File: src/rtl/countclock_set_ctrl_if.sv
// Bundles the controller's button, counter-feedback and counter-load signals.
// Combinational only: no latency of its own.
// No backpressure: buttons are single-cycle pulses and load/ena are strobes.
// Optional alarm signals exist only when COUNTCLOCK_ALARM_EN is defined.
interface countclock_set_ctrl_if;
    // Debounced button pulses
    logic       btn_mode;
    logic       btn_inc;
    // Current counter value fed back from the timekeeping counter
    logic [7:0] cur_hh;
    logic [7:0] cur_mm;
    logic [7:0] cur_ss;
    logic       cur_pm;
    // Strobes and load value towards the counter, plus display hints
    logic       ena;
    logic       load;
    logic [7:0] ld_hh;
    logic [7:0] ld_mm;
    logic       ld_pm;
    logic [1:0] set_mode;
    logic       blink;
`ifdef COUNTCLOCK_ALARM_EN
    // Alarm time and the one-cycle alarm pulse
    logic [7:0] al_hh;
    logic [7:0] al_mm;
    logic       al_pm;
    logic       alarm;
`endif

    // Controller side: consumes buttons and counter value, drives strobes.
    modport master (
`ifdef COUNTCLOCK_ALARM_EN
        input  al_hh, al_mm, al_pm,
        output alarm,
`endif
        input  btn_mode, btn_inc,
        input  cur_hh, cur_mm, cur_ss, cur_pm,
        output ena, load, ld_hh, ld_mm, ld_pm, set_mode, blink
    );

    // Environment side: debouncers and counter.
    modport slave (
`ifdef COUNTCLOCK_ALARM_EN
        output al_hh, al_mm, al_pm,
        input  alarm,
`endif
        output btn_mode, btn_inc,
        output cur_hh, cur_mm, cur_ss, cur_pm,
        input  ena, load, ld_hh, ld_mm, ld_pm, set_mode, blink
    );
endinterface

File: src/rtl/countclock_set_ctrl.sv
// 12-hour BCD clock controller: 1 Hz ena prescaler, two-button time-set FSM, parallel-load commit.
// Latency: every output is registered, reacting one clk after the causing input or state.
// No backpressure: button pulses are consumed on the cycle they arrive; load/ena are fire-and-forget.
// Optional alarm compare is built only when COUNTCLOCK_ALARM_EN is defined.
module countclock_set_ctrl #(
    parameter int TICK_DIV  = 50_000_000,
    parameter int BLINK_DIV = 25_000_000
) (
    input  logic                  clk,
    input  logic                  reset,
    countclock_set_ctrl_if.master bus
);

    localparam int TW = (TICK_DIV  > 1) ? $clog2(TICK_DIV)  : 1;
    localparam int BW = (BLINK_DIV > 1) ? $clog2(BLINK_DIV) : 1;
    localparam logic [TW-1:0] TICK_MAX  = TW'(TICK_DIV - 1);
    localparam logic [BW-1:0] BLINK_MAX = BW'(BLINK_DIV - 1);

    // set_mode is the state encoding itself, so it is registered for free.
    typedef enum logic [1:0] {
        S_RUN    = 2'b00,
        S_SET_HH = 2'b01,
        S_SET_MM = 2'b10,
        S_COMMIT = 2'b11
    } state_t;

    state_t        state, state_d;
    logic [TW-1:0] presc, presc_d;
    logic [BW-1:0] bcnt, bcnt_d;
    logic          ena_q, ena_d;
    logic          load_q, load_d;
    logic          blink_q, blink_d;
    logic [7:0]    ld_hh_q, ld_hh_d;
    logic [7:0]    ld_mm_q, ld_mm_d;
    logic          ld_pm_q, ld_pm_d;

    // Hours step 01..09,10,11,12 then back to 01; only legal BCD is produced.
    function automatic logic [7:0] bcd_inc_hh(input logic [7:0] v);
        logic [7:0] r;
        if (v == 8'h12)
            r = 8'h01;
        else if (v[3:0] == 4'h9)
            r = {v[7:4] + 4'h1, 4'h0};
        else
            r = {v[7:4], v[3:0] + 4'h1};
        return r;
    endfunction

    // Minutes step 00..59 then back to 00, no carry out.
    function automatic logic [7:0] bcd_inc_mm(input logic [7:0] v);
        logic [7:0] r;
        if (v == 8'h59)
            r = 8'h00;
        else if (v[3:0] == 4'h9)
            r = {v[7:4] + 4'h1, 4'h0};
        else
            r = {v[7:4], v[3:0] + 4'h1};
        return r;
    endfunction

    // State and output registers; reset discards any edit in progress.
    always_ff @(posedge clk) begin
        if (reset) begin
            state   <= S_RUN;
            presc   <= '0;
            bcnt    <= '0;
            ena_q   <= 1'b0;
            load_q  <= 1'b0;
            blink_q <= 1'b0;
            ld_hh_q <= 8'h12;
            ld_mm_q <= 8'h00;
            ld_pm_q <= 1'b0;
        end else begin
            state   <= state_d;
            presc   <= presc_d;
            bcnt    <= bcnt_d;
            ena_q   <= ena_d;
            load_q  <= load_d;
            blink_q <= blink_d;
            ld_hh_q <= ld_hh_d;
            ld_mm_q <= ld_mm_d;
            ld_pm_q <= ld_pm_d;
        end
    end

    // Next state and edit datapath; mode wins over a simultaneous inc.
    always_comb begin
        state_d = state;
        ld_hh_d = ld_hh_q;
        ld_mm_d = ld_mm_q;
        ld_pm_d = ld_pm_q;
        case (state)
            S_RUN: begin
                if (bus.btn_mode) begin
                    state_d = S_SET_HH;
                    // Start editing from the time currently shown.
                    ld_hh_d = bus.cur_hh;
                    ld_mm_d = bus.cur_mm;
                    ld_pm_d = bus.cur_pm;
                end
            end
            S_SET_HH: begin
                if (bus.btn_mode) begin
                    state_d = S_SET_MM;
                end else if (bus.btn_inc) begin
                    ld_hh_d = bcd_inc_hh(ld_hh_q);
                    // AM/PM flips when passing 11 -> 12, not at 12 -> 01.
                    if (ld_hh_q == 8'h11)
                        ld_pm_d = ~ld_pm_q;
                end
            end
            S_SET_MM: begin
                if (bus.btn_mode)
                    state_d = S_COMMIT;
                else if (bus.btn_inc)
                    ld_mm_d = bcd_inc_mm(ld_mm_q);
            end
            S_COMMIT: begin
                // Single cycle; buttons deliberately ignored here.
                state_d = S_RUN;
            end
            default: state_d = S_RUN;
        endcase
        load_d = (state_d == S_COMMIT);
    end

    // Prescaler only runs while RUN is held across the edge, so the first ena
    // lands TICK_DIV cycles after reset or after the commit cycle.
    always_comb begin
        presc_d = '0;
        ena_d   = 1'b0;
        if (state == S_RUN && state_d == S_RUN) begin
            if (presc == TICK_MAX) begin
                presc_d = '0;
                ena_d   = 1'b1;
            end else begin
                presc_d = presc + TW'(1);
            end
        end
    end

    // Blink restarts high on entry to each edit field and is low otherwise.
    always_comb begin
        bcnt_d  = '0;
        blink_d = 1'b0;
        if (state_d == S_SET_HH || state_d == S_SET_MM) begin
            if (state_d != state) begin
                bcnt_d  = '0;
                blink_d = 1'b1;
            end else if (bcnt == BLINK_MAX) begin
                bcnt_d  = '0;
                blink_d = ~blink_q;
            end else begin
                bcnt_d  = bcnt + BW'(1);
                blink_d = blink_q;
            end
        end
    end

    assign bus.ena      = ena_q;
    assign bus.load     = load_q;
    assign bus.ld_hh    = ld_hh_q;
    assign bus.ld_mm    = ld_mm_q;
    assign bus.ld_pm    = ld_pm_q;
    assign bus.set_mode = state;
    assign bus.blink    = blink_q;

`ifdef COUNTCLOCK_ALARM_EN
    logic match;
    logic match_q;
    logic alarm_q;

    assign match = (bus.cur_hh == bus.al_hh) && (bus.cur_mm == bus.al_mm) &&
                   (bus.cur_pm == bus.al_pm) && (bus.cur_ss == 8'h00);

    // Rising edge of the match in RUN only; history clears while editing so it re-arms.
    always_ff @(posedge clk) begin
        if (reset) begin
            match_q <= 1'b0;
            alarm_q <= 1'b0;
        end else if (state == S_RUN) begin
            match_q <= match;
            alarm_q <= match & ~match_q;
        end else begin
            match_q <= 1'b0;
            alarm_q <= 1'b0;
        end
    end

    assign bus.alarm = alarm_q;
`else
    // Seconds only matter to the alarm compare, which is absent in this build.
    logic unused_ss;
    assign unused_ss = ^bus.cur_ss;
`endif

endmodule

File: src/flat_wrapper.sv
// flat-port wrapper written by rule: the top's interface ports become plain ports
module countclock_set_ctrl_flat 
#(
    parameter int TICK_DIV  = 50_000_000,
    parameter int BLINK_DIV = 25_000_000
)
  (clk, reset, bus_btn_mode, bus_btn_inc, bus_cur_hh, bus_cur_mm, bus_cur_ss, bus_cur_pm, bus_ena, bus_load, bus_ld_hh, bus_ld_mm, bus_ld_pm, bus_set_mode, bus_blink);
  countclock_set_ctrl_if bus_i ();
  input  logic clk;
  input  logic reset;
  input wire logic [$bits(bus_i.btn_mode)-1:0] bus_btn_mode;
  input wire logic [$bits(bus_i.btn_inc)-1:0] bus_btn_inc;
  input wire logic [$bits(bus_i.cur_hh)-1:0] bus_cur_hh;
  input wire logic [$bits(bus_i.cur_mm)-1:0] bus_cur_mm;
  input wire logic [$bits(bus_i.cur_ss)-1:0] bus_cur_ss;
  input wire logic [$bits(bus_i.cur_pm)-1:0] bus_cur_pm;
  output wire logic [$bits(bus_i.ena)-1:0] bus_ena;
  output wire logic [$bits(bus_i.load)-1:0] bus_load;
  output wire logic [$bits(bus_i.ld_hh)-1:0] bus_ld_hh;
  output wire logic [$bits(bus_i.ld_mm)-1:0] bus_ld_mm;
  output wire logic [$bits(bus_i.ld_pm)-1:0] bus_ld_pm;
  output wire logic [$bits(bus_i.set_mode)-1:0] bus_set_mode;
  output wire logic [$bits(bus_i.blink)-1:0] bus_blink;
  assign bus_i.btn_mode = bus_btn_mode;
  assign bus_i.btn_inc = bus_btn_inc;
  assign bus_i.cur_hh = bus_cur_hh;
  assign bus_i.cur_mm = bus_cur_mm;
  assign bus_i.cur_ss = bus_cur_ss;
  assign bus_i.cur_pm = bus_cur_pm;
  assign bus_ena = bus_i.ena;
  assign bus_load = bus_i.load;
  assign bus_ld_hh = bus_i.ld_hh;
  assign bus_ld_mm = bus_i.ld_mm;
  assign bus_ld_pm = bus_i.ld_pm;
  assign bus_set_mode = bus_i.set_mode;
  assign bus_blink = bus_i.blink;
  countclock_set_ctrl #(.TICK_DIV(TICK_DIV), .BLINK_DIV(BLINK_DIV)) u_core (.clk(clk), .reset(reset), .bus(bus_i));
endmodule
File: config.mk
export PLATFORM = sky130hd
export DESIGN_NAME = countclock_set_ctrl_flat
export DESIGN_NICKNAME = d
export VERILOG_FILES = /design/src/rtl/countclock_set_ctrl_if.sv /design/src/rtl/countclock_set_ctrl.sv /design/src/flat_wrapper.sv
export SDC_FILE = /design/constraint.sdc
export NUM_CORES = 1
export LEC_CHECK = 0
export ABC_AREA = 0
export BUFFER_PORTS_ARGS = -buffer_cell sky130_fd_sc_hd__buf_2
export CAP_MARGIN = 15
export CORE_UTILIZATION = 35
export CTS_CLUSTER_DIAMETER = 150
export CTS_CLUSTER_SIZE = 24
export DETAILED_ROUTE_END_ITERATION = 7
export GPL_ROUTABILITY_DRIVEN = 0
export GPL_TIMING_DRIVEN = 1
export PLACE_DENSITY = 0.6
export SYNTH_ARGS = -nofsm -noshare
export SYNTH_HDL_FRONTEND = slang
export SYNTH_SLANG_ARGS = --single-unit
File: constraint.sdc
create_clock -name clk -period 4.7 [get_ports clk]
set_input_delay 0.94 -clock clk [delete_from_list [all_inputs] [get_ports clk]]
set_output_delay 0.94 -clock clk [all_outputs]
set_load 0.1 [all_outputs]
==> results.yml, run 1 <==
status:
  status: "finished clean"
critical_path:
  startpoint: "u_core.bus.set_mode[1]"
  worst_setup_path_end_kind: "register"
  path_max_fanout: 25
  reg2reg_slack_ns: 1.79
  required_ns: 4.94
  critical_path_class: "reg2reg"
  worstPathArrival_ns: 3.15
  r2r_start: "u_core.bus.set_mode[1]"
  cp-start-kind: "register"
sta:
  max_slew_margin_pct: 31.4
  max_freq_ghz: 0.344
  fin_crit_sh_pct: 61.9
  drv_slew: 0
  finalSetupViolCount: 0
  fin_hold_ws_ns: 0.439
  grt_setup_unrepaired: "no"
  setup-tns-final_ns: 0
  fin_skew_ns: 0.00798
  fin_crit_ns: 2.91
  hold_viol_final: 0
  tightest_slew_ns: 1.03
min_path:
  hold_class: "reg2reg"
  hp-start: "u_core.presc[0]"
clocking:
  root_buffer: "clkbuf_8"
  clock-sinks: 73
  cts_tree: "yes"
  clock_latency_ns: 0.35
  clockBufferDepth: 2
  clk_pin_slew_ns: 0.08
  cts_buffers: 9
  post_cts_resized: 0
  hold_buffers: 0
  cts-htree-levels: 3
  post_cts_buffers: 0
logic_synthesis:
  syn_area_sq_um: 3850
  synth_area_leaders: "dfxtp_1 (38%), a211oi_1 (3.9%), a21oi_1 (3.6%)"
  synth_cell_type_count: 59
  synth_top_area_cell: "dfxtp_1"
  ys.flop_type: "dfxtp_1"
  synth_fp_nets: 496
  ys_seq_elements: 73
  synth_top_area_share_pct: 37.9
  synth-edff-count: 0
  syn_inst: 458
  synth-async-reset-ratio_pct: 0
  yosysSeqAreaShare_pct: 37.9
  synth.avg_cell_area_sq_um: 8.41
  yosysWarnings: 0
detailed_routing:
  num_vias: 3480
  wl_um: 8540
  vias_per_cell: 5.54
  post_drt_wl_per_cell_um: 13.6
  drtPass1Iterations: 4
  drc: 0
  drt_iter0_drc: 266
  postRouteAntennaNets: 0
pwr:
  p_switching_w: 0.000454
  p_comb_share_pct: 16.5
  swShare_pct: 31.1
  p_clk_share_pct: 38.1
  p_seq_share_pct: 45.3
  peakVddDrop_mv: 0.194
  cell_internal_pwr_w: 0.00101
  leakagePower_nw: 1.46
  pwr_density_cell_nw_per_um2: 336
floorplanning:
  coreArea_sq_um: 10500
  initial_core_util_pct: 36.7
  num_rows: 37
  io_pins: 51
  die-area_sq_um: 11400
  die-width_um: 107
  die_h_um: 107
final_layout:
  final_common_cell: "dfxtp_1"
  final_cell_mix: "dfxtp_1 (73), buf_2 (42), a21oi_1 (28), nand3_1 (25)"
  drive_gt1_share_pct: 13.0
  final_cells: 628
  flow.area_growth_from_synthesis_pct: 13.0
  diodes: 0
  nNetsFinal: 525
global_route:
  grt_max_degree: 26
  overflow: 0
  grt_pass1_wl_um: 14800
  grt_use_total_pct: 15.9
  antenna_found_initial: 0
  grtUsageMet3_pct: 4.86
  top_usage_layer: "met2"
  use_met2_pct: 24.1
  met1_usage_pct: 21.8
  grt_pass1_vias: 3192
job:
  drv_cap: 0
place:
  portBuffers: 42
  dp_hpwl_um: 5810
  dpl.cell_count: 612
[metrics by stage]
stage	area [sq um]	utilization, %	worst slack [ns]	total power, W
floorplan	3850	-	1.63	0.000873
global placement	4130	39.3	1.87	0.000916
detailed placement	4130	39.3	1.77	0.000919
CTS	4350	41.4	1.78	0.00148
global route	4350	41.4	1.48	0.00153
finish	4350	41.4	1.79	0.00146
[Yosys cell counts (4+ instances only)]
master / count
a211oi_1: 20
a21oi_1: 28
and2_1: 9
and3_1: 7
and4_1: 10
clkbuf_1: 19
dfxtp_1: 73
ha_1: 9
inv_1: 17
nand2_1: 24
nand2b_1: 10
nand3_1: 25
nand4_1: 13
nor2_1: 24
nor3_1: 24
nor4b_1: 4
o21ai_0: 23
o31ai_1: 13
or3_1: 15
or4_1: 13
xnor2_1: 11
xor2_1: 12
[sequential cells by signal (all words and copies together) (netlist names)]
name                 cells
u_core.presc            26
u_core.bus.ld_mm         8
u_core.bus.blink         1
u_core.bus.ena           1
u_core.bus.ld_hh         8
u_core.bus.set_mode      2
u_core.bus.load          1
u_core.bus.ld_pm         1
u_core.bcnt             25
[power by group through the flow]
stage	logic, W	clock network (W)	registers [W]
final	0.000242	0.000557	0.000663
after global routing	0.000260	0.000604	0.000667
after CTS	0.000242	0.000579	0.000663
after detailed placement	0.000242	0	0.000677
after global placement	0.000240	0	0.000676
after floorplan	0.0000895	0	0.000783
[path summary, 6_finish.rpt]
kind                          end  cells after the start
hold reg to reg   u_core.presc[0]                      1
setup reg to reg  u_core.bcnt[13]                      5
hold / removal    u_core.presc[0]                      1
setup / recovery  u_core.bcnt[13]                      5
[per-layer routing]
metal	vias up	wire [um]	part of all wire (%)
met5	-	0	0
met1	1640	4230	49
met3	6	286	3.3
met4	0	87	1.0
met2	49	3940	46
li1	1785	-	-
[layout make-up]
type	count	area, sq um
Timing Repair Buffer	42	210
Fill cell	1043	6160
Inverter	17	63.8
Clock buffer	10	138
Tap cell	136	170
Sequential cell	73	1460
Clock inverter	6	90.1
Multi-Input combinational cell	344	2220
[critical path, stage by stage, from the launching register on]
cell	delay, ns
dfxtp_1	0.51
nand2b_1	0.57
o21ai_0	0.21
ha_1	0.34
nand3_1	0.69
a211oi_1	0.46
[cells by family (layout without fill, tap and decap cells)]
kind of cell | count (synthesis) | after routing | synth area share (%)
muxes | 3 | 3 | 0.812
xor gates and xnor gates | 23 | 23 | 5.23
and+or+nand+nor | 199 | 199 | 29.9
buffers and inverters | 41 | 75 | 4.48
AOI/OAI and AO/OA | 110 | 110 | 18.7
adders and majority gates | 9 | 9 | 2.92
DFF | 73 | 73 | 37.9
Power figures use the tool's default switching activity.
==> run 2: changes to the inputs <==
--- a/config.mk
+++ b/config.mk
@@ -5,7 +5,7 @@
 export SDC_FILE = /design/constraint.sdc
 export NUM_CORES = 1
 export LEC_CHECK = 0
-export ABC_AREA = 0
+export ABC_AREA = 1
 export BUFFER_PORTS_ARGS = -buffer_cell sky130_fd_sc_hd__buf_2
 export CAP_MARGIN = 15
 export CORE_UTILIZATION = 35
@@ -14,7 +14,7 @@
 export DETAILED_ROUTE_END_ITERATION = 7
 export GPL_ROUTABILITY_DRIVEN = 0
 export GPL_TIMING_DRIVEN = 1
-export PLACE_DENSITY = 0.6
+export PLACE_DENSITY = 0.62
 export SYNTH_ARGS = -nofsm -noshare
 export SYNTH_HDL_FRONTEND = slang
 export SYNTH_SLANG_ARGS = --single-unit
==> constraint.sdc (replaced) <==
create_clock -name clk -period 2.55 [get_ports clk]
set_input_delay 0.51 -clock clk [delete_from_list [all_inputs] [get_ports clk]]
set_output_delay 0.51 -clock clk [all_outputs]
set_load 0.1 [all_outputs]
==> results.yml, run 2 <==
status:
  status: "finished clean"
place:
  portBuffers: 42
  dp_hpwl_um: 7240
  pre_cts_slack_ns: 0.473
global_route:
  use_met2_pct: 27.5
  grt_max_degree: 26
  overflow: 0
  grt_pass1_vias: 3811
  antenna_found_initial: 0
  met1_usage_pct: 20.5
  grt_use_total_pct: 16.5
  top_usage_layer: "met2"
  grtUsageMet3_pct: 3.23
  grt_pass1_wl_um: 16800
logic_synthesis:
  synth_top_area_share_pct: 34.9
  ys_seq_elements: 73
  syn_inst: 618
  yosysWarnings: 0
  netlist_top_cells_count: "nand2_1 (161), nor2_1 (100), inv_1 (74), dfxtp_1 (73), nand3_1 (41)"
  synth-edff-count: 0
  synth_area_leaders: "dfxtp_1 (35%), nand2_1 (14%), nor2_1 (9.0%)"
  synth_top_area_cell: "dfxtp_1"
  yosysSeqAreaShare_pct: 34.9
  synth.avg_cell_area_sq_um: 6.77
  syn_area_sq_um: 4180
  synth-async-reset-ratio_pct: 0
  synth_cell_type_count: 35
  yosysMostFrequentCell: "nand2_1"
  synth_fp_nets: 656
  ys.flop_type: "dfxtp_1"
job:
  drv_cap: 0
clocking:
  cts_buffers: 9
  post_cts_buffers: 0
  clock-sinks: 73
  cts_tree: "yes"
  hold_buffers: 0
  clockBufferDepth: 2
  clock_latency_ns: 0.34
  root_buffer: "clkbuf_16"
  cts-htree-levels: 3
  post_cts_resized: 0
  clk_pin_slew_ns: 0.06
critical_path:
  r2r_start: "u_core.bus.set_mode[1]"
  worstPathArrival_ns: 2.26
  startpoint: "u_core.bus.set_mode[1]"
  reg2reg_slack_ns: 0.54
  reg2reg_depth: 9
  path_max_fanout: 25
  worst_setup_path_end_kind: "register"
  crit_end: "u_core.bcnt[2]"
  critical_path_class: "reg2reg"
  r2r_end: "u_core.bcnt[2]"
  required_ns: 2.80
  cp-start-kind: "register"
min_path:
  hold_class: "in2reg"
sta:
  drv_slew: 0
  hold_viol_final: 0
  worst_slack_ns: 0.537
  fin_crit_ns: 2.01
  max_freq_ghz: 0.497
  fin_crit_sh_pct: 79.0
  fin_hold_ws_ns: 0.396
  max_slew_margin_pct: 66.8
  grt_setup_unrepaired: "no"
  finalSetupViolCount: 0
  fin_skew_ns: 0.00576
  tightest_slew_ns: 0.501
  setup-tns-final_ns: 0
detailed_routing:
  wl_um: 9620
  num_vias: 3956
  postRouteAntennaNets: 0
  drtPass1Iterations: 5
  vias_per_cell: 4.87
  drc: 0
  post_drt_wl_per_cell_um: 11.8
  drt_iter0_drc: 251
pwr:
  p_comb_share_pct: 16.4
  pwr_density_cell_nw_per_um2: 685
  p_switching_w: 0.000974
  p_seq_share_pct: 36.9
  peakVddDrop_mv: 0.416
  p_clk_share_pct: 46.7
  swShare_pct: 29.1
  cell_internal_pwr_w: 0.00237
  leakagePower_nw: 1.77
final_layout:
  drive_gt1_share_pct: 16.0
  diodes: 0
  largest_register: "u_core.presc"
  final_cell_mix: "nand2_1 (161), nor2_1 (100), inv_1 (74), dfxtp_1 (73), buf_2 (42)"
  final_common_cell: "nand2_1"
  largest_register_ffs: 26
  flow.area_growth_from_synthesis_pct: 16.8
  fillerInstances: 1193
  finish.utilization_pct: 42.4
  nNetsFinal: 704
  largestRegisters: "u_core.presc: 26 flops, u_core.bcnt: 25 flops"
floorplanning:
  die_h_um: 111
  initial_core_util_pct: 36.3
  die-width_um: 111
  coreArea_sq_um: 11500
  num_rows: 39
  io_pins: 51
  die-area_sq_um: 12400
[run 2: critical path, stage by stage, from the launching register on]
cell and delay [ns]:
dfxtp_1 0.40, inv_1 0.10, nand2_2 0.16, inv_1 0.14, nand2_1 0.10, nand2_1 0.07, ha_1 0.27, nand2_1 0.06
nand3b_4 0.40, nor3_1 0.22
[run 2: layout make-up]
| class | count | area (sq um) | share of cell area, % |
|---|---|---|---|
| timing repair buffer | 44 | 225 | 4.61 |
| clock buffer | 10 | 239 | 4.89 |
| tap | 143 | 179 | 3.66 |
| multi-input combinational | 462 | 2370 | 48.4 |
| sequential | 73 | 1460 | 29.9 |
| inverter | 76 | 287 | 5.87 |
| clock inverter | 5 | 128 | 2.61 |
[run 2: cell families after synthesis]
logic type / Yosys count / share of synthesized area (%)
AO/OA/AOI/OAI: 72 / 10.6
AND/OR/NAND/NOR: 357 / 38.2
XOR/XNOR: 24 / 5.03
adder cells (fa/ha/maj): 9 / 2.69
flip-flops: 73 / 34.9
buffers and inverters: 83 / 8.50
[run 2: stage by stage]
stage          power (W)  area, sq um  std cells
2_1_floorplan    0.00171         4180        618
3_3_place_gp     0.00180         4520        798
3_5_place_dp     0.00181         4520        798
4_1_cts          0.00338         4880        813
5_1_grt          0.00347         4880        813
6_report         0.00335         4880        813
[run 2: how the worst min path moves through the flow]
stage,start,endpoint,slack [ns],cells after the start
after floorplan,u_core.bcnt[0],u_core.bcnt[0],0.42,1
after global placement,u_core.bcnt[0],u_core.bcnt[0],0.43,1
after detailed placement,u_core.bcnt[0],u_core.bcnt[0],0.46,1
after CTS,reset,u_core.bus.set_mode[1],0.39,2
after global routing,reset,u_core.bus.load,0.42,2
final,reset,u_core.bus.set_mode[1],0.40,2
[run 2: power by group through the flow]
stage	sequential (W)	clock, W	combinational [W]
2_1_floorplan	0.00152	0	0.000196
3_3_place_gp	0.00126	0	0.000542
3_5_place_dp	0.00126	0	0.000549
4_1_cts	0.00123	0.00159	0.000550
5_1_grt	0.00124	0.00163	0.000592
6_report	0.00124	0.00156	0.000547
[run 2: layer usage]
metal	up-vias	part of all wire, %
li1	2063	-
met1	1770	48
met2	106	46
met3	17	4.3
met4	0	2.0
met5	-	0
==> run 3: changes to the inputs <==
==> constraint.sdc (replaced) <==
create_clock -name clk -period 1.8 [get_ports clk]
set_input_delay 0.36 -clock clk [delete_from_list [all_inputs] [get_ports clk]]
set_output_delay 0.36 -clock clk [all_outputs]
set_load 0.1 [all_outputs]
==> results.yml, run 3 (same netlist as run 2, synthesis figures left out) <==
status:
  status: "finished clean"
detailed_routing:
  drt_iter0_drc: 265
  wl_um: 9710
  post_drt_wl_per_cell_um: 11.7
  drtPass1Iterations: 5
  vias_per_cell: 4.88
  num_vias: 4037
  postRouteAntennaNets: 0
  drc: 0
job:
  drv_cap: 0
clocking:
  root_buffer: "clkbuf_16"
  clock_latency_ns: 0.33
  clockBufferDepth: 2
  clock-sinks: 73
  cts_buffers: 9
  cts-htree-levels: 3
  cts_tree: "yes"
  hold_buffers: 0
  clk_pin_slew_ns: 0.06
critical_path:
  critical_path_class: "reg2out"
  reg2reg_slack_ns: 0.20
  cp_num_buf_inv: 1
  critPathSlowestCell: "buf_2"
  worstPathArrival_ns: 1.24
  crit_family: "buffers and inverters"
  max_stage_delay_ns: 0.47
  reg2reg_depth: 9
  cp-start-kind: "register"
  crit_cells: 1
  crit_path_cell_trace: "buf_2"
  path_max_fanout: 6
  required_ns: 1.44
  worst_setup_path_end_kind: "output port"
  r2r_start: "u_core.bus.set_mode[0]"
  r2r_end: "u_core.bcnt[11]"
final_layout:
  finish.utilization_pct: 43.3
  largest_register: "u_core.presc"
  flow.area_growth_from_synthesis_pct: 19.1
  diodes: 0
  largestRegisters: "u_core.presc: 26 flops, u_core.bcnt: 25 flops"
  largest_register_ffs: 26
  final_common_cell: "nand2_1"
  nNetsFinal: 717
  final_cell_mix: "nand2_1 (160), nor2_1 (99), inv_1 (72), dfxtp_1 (60), buf_2 (42)"
  fillerInstances: 1192
  drive_gt1_share_pct: 20.0
min_path:
  hold_class: "in2reg"
  hold_end: "u_core.bus.set_mode[1]"
  hold_depth: 2
  hp-start: "reset"
floorplanning:
  initial_core_util_pct: 36.3
  coreArea_sq_um: 11500
  die-width_um: 111
  die-area_sq_um: 12400
  io_pins: 51
  die_h_um: 111
  num_rows: 39
pwr:
  peakVddDrop_mv: 0.628
  pwr_density_cell_nw_per_um2: 866
  power.total_w: 0.00431
  leakagePower_nw: 1.83
global_route:
  antenna_found_initial: 0
  grt_pass1_vias: 3806
  grt_pass1_wl_um: 17200
  grt_max_degree: 26
  overflow: 0
  grt_use_total_pct: 16.8
sta:
  drv_slew: 0
  fin_hold_ws_ns: 0.253
  fin_skew_ns: 0.00556
  fin_crit_sh_pct: 88.9
  setup-tns-final_ns: 0
  grt_setup_unrepaired: "no"
  hold_viol_final: 0
  max_slew_margin_pct: 67.6
  max_freq_ghz: 0.625
  finalSetupViolCount: 0
  tightest_slew_ns: 0.490
  fin_crit_ns: 1.60
place:
  dp_hpwl_um: 7440
  portBuffers: 42
[run 3: changes by cell type in the layout (fill, tap and decap cells not counted), sizes merged]
cell,delta
clkbuf,+4
clkinv,+2
bufinv,-4
buf,+13
clkinvlp,-1
[run 3: worst max path at each step]
stage	slack [ns]	to	from
5_1_grt	0.03	u_core.bcnt[2]	u_core.bus.set_mode[0]
3_3_place_gp	0.08	u_core.bcnt[15]	bus_btn_mode
4_1_cts	0.15	u_core.bcnt[2]	u_core.bus.set_mode[1]
2_1_floorplan	0.002	u_core.bcnt[18]	u_core.bus.set_mode[0]
6_report	0.20	bus_ld_hh[3]	u_core.bus.ld_hh[3]
3_5_place_dp	0.05	u_core.bcnt[2]	bus_btn_mode
[run 3: per-layer routing]
metal | vias up | global-route usage, % | routed length (um)
met1 | 1819 | 21.7 | 4600
met4 | 0 | 6.13 | 133
met5 | - | 0 | 0
met3 | 11 | 3.55 | 510
li1 | 2095 | - | -
met2 | 112 | 27.7 | 4470
[run 3: through the flow]
stage | cell area [sq um] | setup slack, ns | std cells
floorplan | 4230 | 0.00198 | 618
global placement | 4680 | 0.0848 | 810
detailed placement | 4680 | 0.0452 | 810
CTS | 4970 | 0.151 | 826
global route | 4980 | 0.0315 | 827
finish | 4980 | 0.200 | 827
[run 3: layout make-up]
class	count	area, sq um	share of cell area, %
clock inverter	2	10.0	0.201
sequential	73	1480	29.8
tap	143	179	3.59
multi-input combinational	462	2380	47.8
clock buffer	14	284	5.70
timing repair buffer	57	360	7.23
inverter	76	287	5.75
[run 3: power by group]
| part | leakage (nW) | internal [W] | switching (W) | total (W) |
|---|---|---|---|---|
| logic | 1.09 | 0.000192 | 0.000619 | 0.000811 |
| clock network | 0.149 | 0.00108 | 0.000665 | 0.00174 |
| registers | 0.596 | 0.00168 | 0.0000766 | 0.00176 |
[run 3: repair_timing]
action                                  CTS  global route
gates resized for setup                   0             1
endpoints found under the setup margin    0             2
buffers inserted                          0             1
